### config.mk
export PLATFORM = sky130hd
export DESIGN_NAME = pico_code_loader
export DESIGN_NICKNAME = d
export VERILOG_FILES = /design/src/rtl/pico_code_loader.sv
export SDC_FILE = /design/constraint.sdc
export NUM_CORES = 1
export LEC_CHECK = 0
export ABC_AREA = 1
export BUFFER_PORTS_ARGS = -buffer_cell sky130_fd_sc_hd__buf_2
export CORE_ASPECT_RATIO = 0.5
export CORE_UTILIZATION = 55
export DETAILED_ROUTE_END_ITERATION = 10
export GPL_TIMING_DRIVEN = 0
export PLACE_DENSITY = 0.75
export SYNTH_ARGS = -nofsm -noshare
export SYNTH_HDL_FRONTEND = slang
export SYNTH_SLANG_ARGS = --single-unit
### constraint.sdc
create_clock -name clk -period 2.4 [get_ports clk]
set_input_delay 0.48 -clock clk [delete_from_list [all_inputs] [get_ports clk]]
set_output_delay 0.48 -clock clk [all_outputs]
set_load 0.05 [all_outputs]
### src/rtl/pico_code_loader.sv
// pico_code_loader: turns a framed byte stream into program-RAM preload writes.
//
// Frame: SYNC, ADDR_HI, ADDR_LO, CNT_HI, CNT_LO, N x {B0, B1, B2}, CSUM.
// The 8-bit sum of every byte after SYNC (CSUM included) must be zero. Writes
// are committed as they arrive. A good checksum toggles remap and pulses
// load_done. A bad checksum or an oversize count sets the sticky load_err.
//
// Ports:
//   clk, reset            system clock, synchronous active-high reset
//   rx_data/valid/ready   byte stream in; a byte is consumed on rx_valid & rx_ready
//   inst_address/data_out program RAM write address and 18-bit instruction
//   inst_update           one-cycle RAM write strobe
//   remap                 level, toggles once per verified load
//   busy                  high whenever a frame is in progress
//   load_done             one-cycle pulse on verified load
//   load_err              sticky error, cleared by the next accepted SYNC byte
//
// Optional: define LOADER_TIMEOUT_EN to abort a frame after TIMEOUT_CYCLES
// cycles without an accepted byte.
module pico_code_loader #(
  parameter logic [7:0]  SYNC_BYTE      = 8'hA5,
  parameter int unsigned MAX_COUNT      = 1024,
  parameter logic [23:0] TIMEOUT_CYCLES = 24'd1_000_000
) (
  input  logic        clk,
  input  logic        reset,
  input  logic [7:0]  rx_data,
  input  logic        rx_valid,
  output logic        rx_ready,
  output logic [9:0]  inst_address,
  output logic [17:0] inst_data_out,
  output logic        inst_update,
  output logic        remap,
  output logic        busy,
  output logic        load_done,
  output logic        load_err
);

  typedef enum logic [3:0] {
    StIdle, StAddrHi, StAddrLo, StCntHi, StCntLo, StB0, StB1, StB2, StWrite, StCsum
  } state_e;

  state_e      state_q;
  logic [9:0]  addr_q;
  logic [10:0] remain_q;
  logic [7:0]  cnt_hi_q;
  logic [1:0]  b0_q;
  logic [7:0]  b1_q;
  logic [7:0]  csum_q;

  logic        accept;
  logic [7:0]  csum_next;
  logic [15:0] count_full;

  // Both flags are pure decodes of the state register.
  assign rx_ready   = (state_q != StWrite);
  assign busy       = (state_q != StIdle);
  assign accept     = rx_valid & rx_ready;
  assign csum_next  = csum_q + rx_data;
  assign count_full = {cnt_hi_q, rx_data};

`ifdef LOADER_TIMEOUT_EN
  logic [23:0] tmo_q;
  logic [23:0] tmo_inc;
  assign tmo_inc = tmo_q + 24'd1;
`endif

  always_ff @(posedge clk) begin
    if (reset) begin
      state_q       <= StIdle;
      addr_q        <= '0;
      remain_q      <= '0;
      cnt_hi_q      <= '0;
      b0_q          <= '0;
      b1_q          <= '0;
      csum_q        <= '0;
      inst_address  <= '0;
      inst_data_out <= '0;
      inst_update   <= 1'b0;
      remap         <= 1'b0;
      load_done     <= 1'b0;
      load_err      <= 1'b0;
`ifdef LOADER_TIMEOUT_EN
      tmo_q         <= '0;
`endif
    end else begin
      inst_update <= 1'b0;
      load_done   <= 1'b0;

      // Every in-frame byte is summed, including unused header/opcode bits.
      if (accept && state_q != StIdle) csum_q <= csum_next;

      case (state_q)
        StIdle: begin
          if (accept && rx_data == SYNC_BYTE) begin
            state_q  <= StAddrHi;
            load_err <= 1'b0;
            csum_q   <= '0;
          end
        end
        StAddrHi: if (accept) begin
          addr_q[9:8] <= rx_data[1:0];
          state_q     <= StAddrLo;
        end
        StAddrLo: if (accept) begin
          addr_q[7:0] <= rx_data;
          state_q     <= StCntHi;
        end
        StCntHi: if (accept) begin
          cnt_hi_q <= rx_data;
          state_q  <= StCntLo;
        end
        StCntLo: if (accept) begin
          if ({16'd0, count_full} > MAX_COUNT) begin
            load_err <= 1'b1;
            state_q  <= StIdle;
          end else if (count_full == 16'd0) begin
            state_q <= StCsum;
          end else begin
            remain_q <= count_full[10:0];
            state_q  <= StB0;
          end
        end
        StB0: if (accept) begin
          b0_q    <= rx_data[1:0];
          state_q <= StB1;
        end
        StB1: if (accept) begin
          b1_q    <= rx_data;
          state_q <= StB2;
        end
        StB2: if (accept) begin
          inst_update   <= 1'b1;
          inst_address  <= addr_q;
          inst_data_out <= {b0_q, b1_q, rx_data};
          state_q       <= StWrite;
        end
        StWrite: begin
          // 10-bit address wraps naturally from 0x3FF to 0x000.
          addr_q   <= addr_q + 10'd1;
          remain_q <= remain_q - 11'd1;
          state_q  <= (remain_q == 11'd1) ? StCsum : StB0;
        end
        StCsum: if (accept) begin
          if (csum_next == 8'h00) begin
            remap     <= ~remap;
            load_done <= 1'b1;
          end else begin
            load_err <= 1'b1;
          end
          state_q <= StIdle;
        end
        default: state_q <= StIdle;
      endcase

`ifdef LOADER_TIMEOUT_EN
      // Counter is frozen in WRITE; it is already zero there since B2 was just accepted.
      if (state_q == StIdle || accept) begin
        tmo_q <= '0;
      end else if (state_q != StWrite) begin
        if (tmo_inc == TIMEOUT_CYCLES) begin
          tmo_q    <= '0;
          load_err <= 1'b1;
          state_q  <= StIdle;
        end else begin
          tmo_q <= tmo_inc;
        end
      end
`endif
    end
  end

endmodule

==> metrics <==
number of remaining DRC errors 0; power per standard cell area 729.1 nW/um2; clock slew at reported path FFs 0.06 ns; Worst Path Max Fanout 7; Ports 45; leakage power 2.188 nW; largest net degree at the start of global routing 14; total number of vias 4195; most frequent cell after synthesis nand2_1; Post-synth ARST share 0%; Worst Setup End Kind flip-flop; Hold Path End addr_q[8]; Syn-to-layout area delta 14.49%; vias per cell 5.237; hold depth 2; GRT Total Usage 28.15%; fin crit share 85.49%; initial core utilization 57.67%; die area 8200 um2; fin crit period 2.052 ns; Post-CTS Setup Bufs 0; Worst EP arrival 2.26 ns; Reg2Reg Setup Slack 0.39 ns; layout cell share with drive strength beyond 1 12.70%; drt first-iter violations 386; Yosys reg bits 83; Max-Cap Viols 0; dpl hpwl 7730 um; Worst Max-Slew Pin Slew 0.6532 ns; Post-Synth XOR/XNOR Area 1.425%; CP Launch Type primary input; number of global-route vias before repair 3671; share of the synthesized area in the top cell type 38.63%; die height 64.54 um; Max Root-Sink Buffers 2; worst clock skew 0.003872 ns; Min-Delay Path Class in2reg; Final #Nets 710; top post-synthesis cells by area dfxtp_1 (39%), nand2_1 (11%), inv_1 (8.5%); TritonCTS clock tree done; hold path start reset; Post-DP Area 4657 um2; RSZ-0062 raised after global routing no; Wirelength per Cell 13.43 um; total gr overflow 0; hold_buf cts 0; mux share of post-synthesis cell area 0%; synth cell count leaders nand2_1 (131), inv_1 (97), dfxtp_1 (83), a21oi_1 (71), nor2_1 (58); Yosys top cell by area dfxtp_1; Final Hold Fails 0; Core Region 7460 um2; ant diodes 0; final instance area 4925 um2; critical path class in2reg; Hold Slack 0.3586 ns; Mapped Area 4302 um2; Die X 127.1 um; Reg2Reg Depth 12; data required time of the worst path 2.61 ns; status completed; simple-gate portion of the synthesized area 27.34%; syn_area_per_cell 6.785 um2; post-route antenna net violation count 0; clk sink count 83; Final Wtd Congestion 0.9001; compound-cell area share of the yosys netlist 17.80%; clock latency on the worst-skew pair 0.34 ns; Adder-Cell Fraction of Synth Area 3.374%; Finished Layout Cells 801; worst reg2reg startpoint csum_q[0]; first-pass GRT wire length 17790 um; antenna violations before repair 0; Core Rows 22; DR pass1 iterations 5; final setup vio count 0; Yosys warnings 0; main combinational cell family by area after synthesis simple AND/OR/NAND/NOR gates; setup TNS 0 ns; Netlist cell types 36; DRT Wirelength 10760 um; sequential fraction of the synthesis area 38.63%; total CTS buffers 9; CTS H-tree lvls 3; ys flop type dfxtp_1; Fillers 707; post-synth net total 656; CTS Root Cell clkbuf_16; I/O Buffers 44; fmax 0.4874 GHz; slew margin rel. 56.45%; Post-Synthesis Cells 634; Total Power 3.591 mW; DP Cell Count 786; Worst VDD drop 0.5148 mV; Max Slew Vio Count 0; Post-synth EDFFs 0; Reg-to-Reg End load_err
-- worst max-delay path by stage --
stage	startpoint	to	slack, ns
global route	rx_data[0]	remap	0.17
finish	rx_data[0]	load_err	0.35
floorplan	rx_data[0]	remap	0.43
CTS	state_q[0]	rx_ready	0.03
detailed placement	rx_data[0]	remap	0.02
global placement	rx_data[0]	remap	0.04
-- worst max-delay path: stages --
cell and delay, ns:
buf_2 0.17, ha_1 0.26, fa_1 0.43, nand2_1 0.08
nand2_1 0.07, nand3_1 0.10, nand2_1 0.06, nand2_1 0.08
nand2_1 0.05, nor2_1 0.21, nand2_1 0.12, nand2_1 0.09
a21oi_1 0.05
-- state kept, by name (all words and copies together), names as in the netlist --
register / flops
inst_update: 1
load_err: 1
remain_q: 11
csum_q: 8
load_done: 1
remap: 1
b1_q: 8
state_q: 4
inst_address: 10
inst_data_out: 18
addr_q: 10
cnt_hi_q: 8
b0_q: 2
-- cell type report --
type / count / area [um2] / share of cell area [%]
clock buffers: 11 / 242.7 / 4.929
flip-flops and latches: 83 / 1662 / 33.74
clock inverters: 5 / 28.78 / 0.5843
well taps: 108 / 135.1 / 2.744
multi-input cells: 432 / 2148 / 43.62
plain buffers: 20 / 117.6 / 2.388
repair buffers: 44 / 220.2 / 4.472
inverters: 98 / 370.4 / 7.520
-- placed cells by master (no fill, tap or decap), types with 2 or more instances in the layout --
cell	instances
nand2_1	131
inv_1	97
dfxtp_1	83
a21oi_1	71
nor2_1	58
o21ai_0	54
buf_2	51
nand3_1	50
ha_1	10
clkbuf_16	9
clkbuf_1	8
nand4_1	8
nor3_1	7
a31oi_1	7
xor2_1	6
nor2_2	4
clkinv_2	4
o211ai_1	3
o22ai_1	3
buf_4	3
buf_6	3
nor2_4	2
nand3b_1	2
or2_2	2
o21ai_2	2
-- timing repair --
| item | in CTS | in global routing |
|---|---|---|
| endpoints found under the setup margin | 0 | 1 |
| resized for setup | 0 | 0 |
| hold endpoints to repair | 0 | 0 |
-- through the flow --
step / setup slack (ns) / util, %
floorplan: 0.4340 / -
global placement: 0.03589 / 62.43
detailed placement: 0.01517 / 62.43
CTS: 0.03218 / 66.07
global route: 0.1707 / 66.02
finish: 0.3483 / 66.02
-- layer usage --
layer / up-vias / track usage (%) / part of all wire [%]
met3: 9 / 7.267 / 6.0
met5: - / 0 / 0
li1: 2161 / - / -
met2: 102 / 42.79 / 42
met4: 0 / 6.994 / 0.77
met1: 1923 / 39.71 / 51
-- kinds of logic after synthesis --
logic type / Yosys count
AND/OR/NAND/NOR: 269
adder cells (fa/ha/maj): 11
flip-flops: 83
buffers and inverters: 119
AO/OA/AOI/OAI: 145
XOR/XNOR: 7
-- where the power goes --
part | switching, mW | internal, mW
clock network | 0.545 | 0.723
logic | 0.546 | 0.260
registers | 0.0644 | 1.45
No activity file was read; power rests on OpenSTA's default activity.
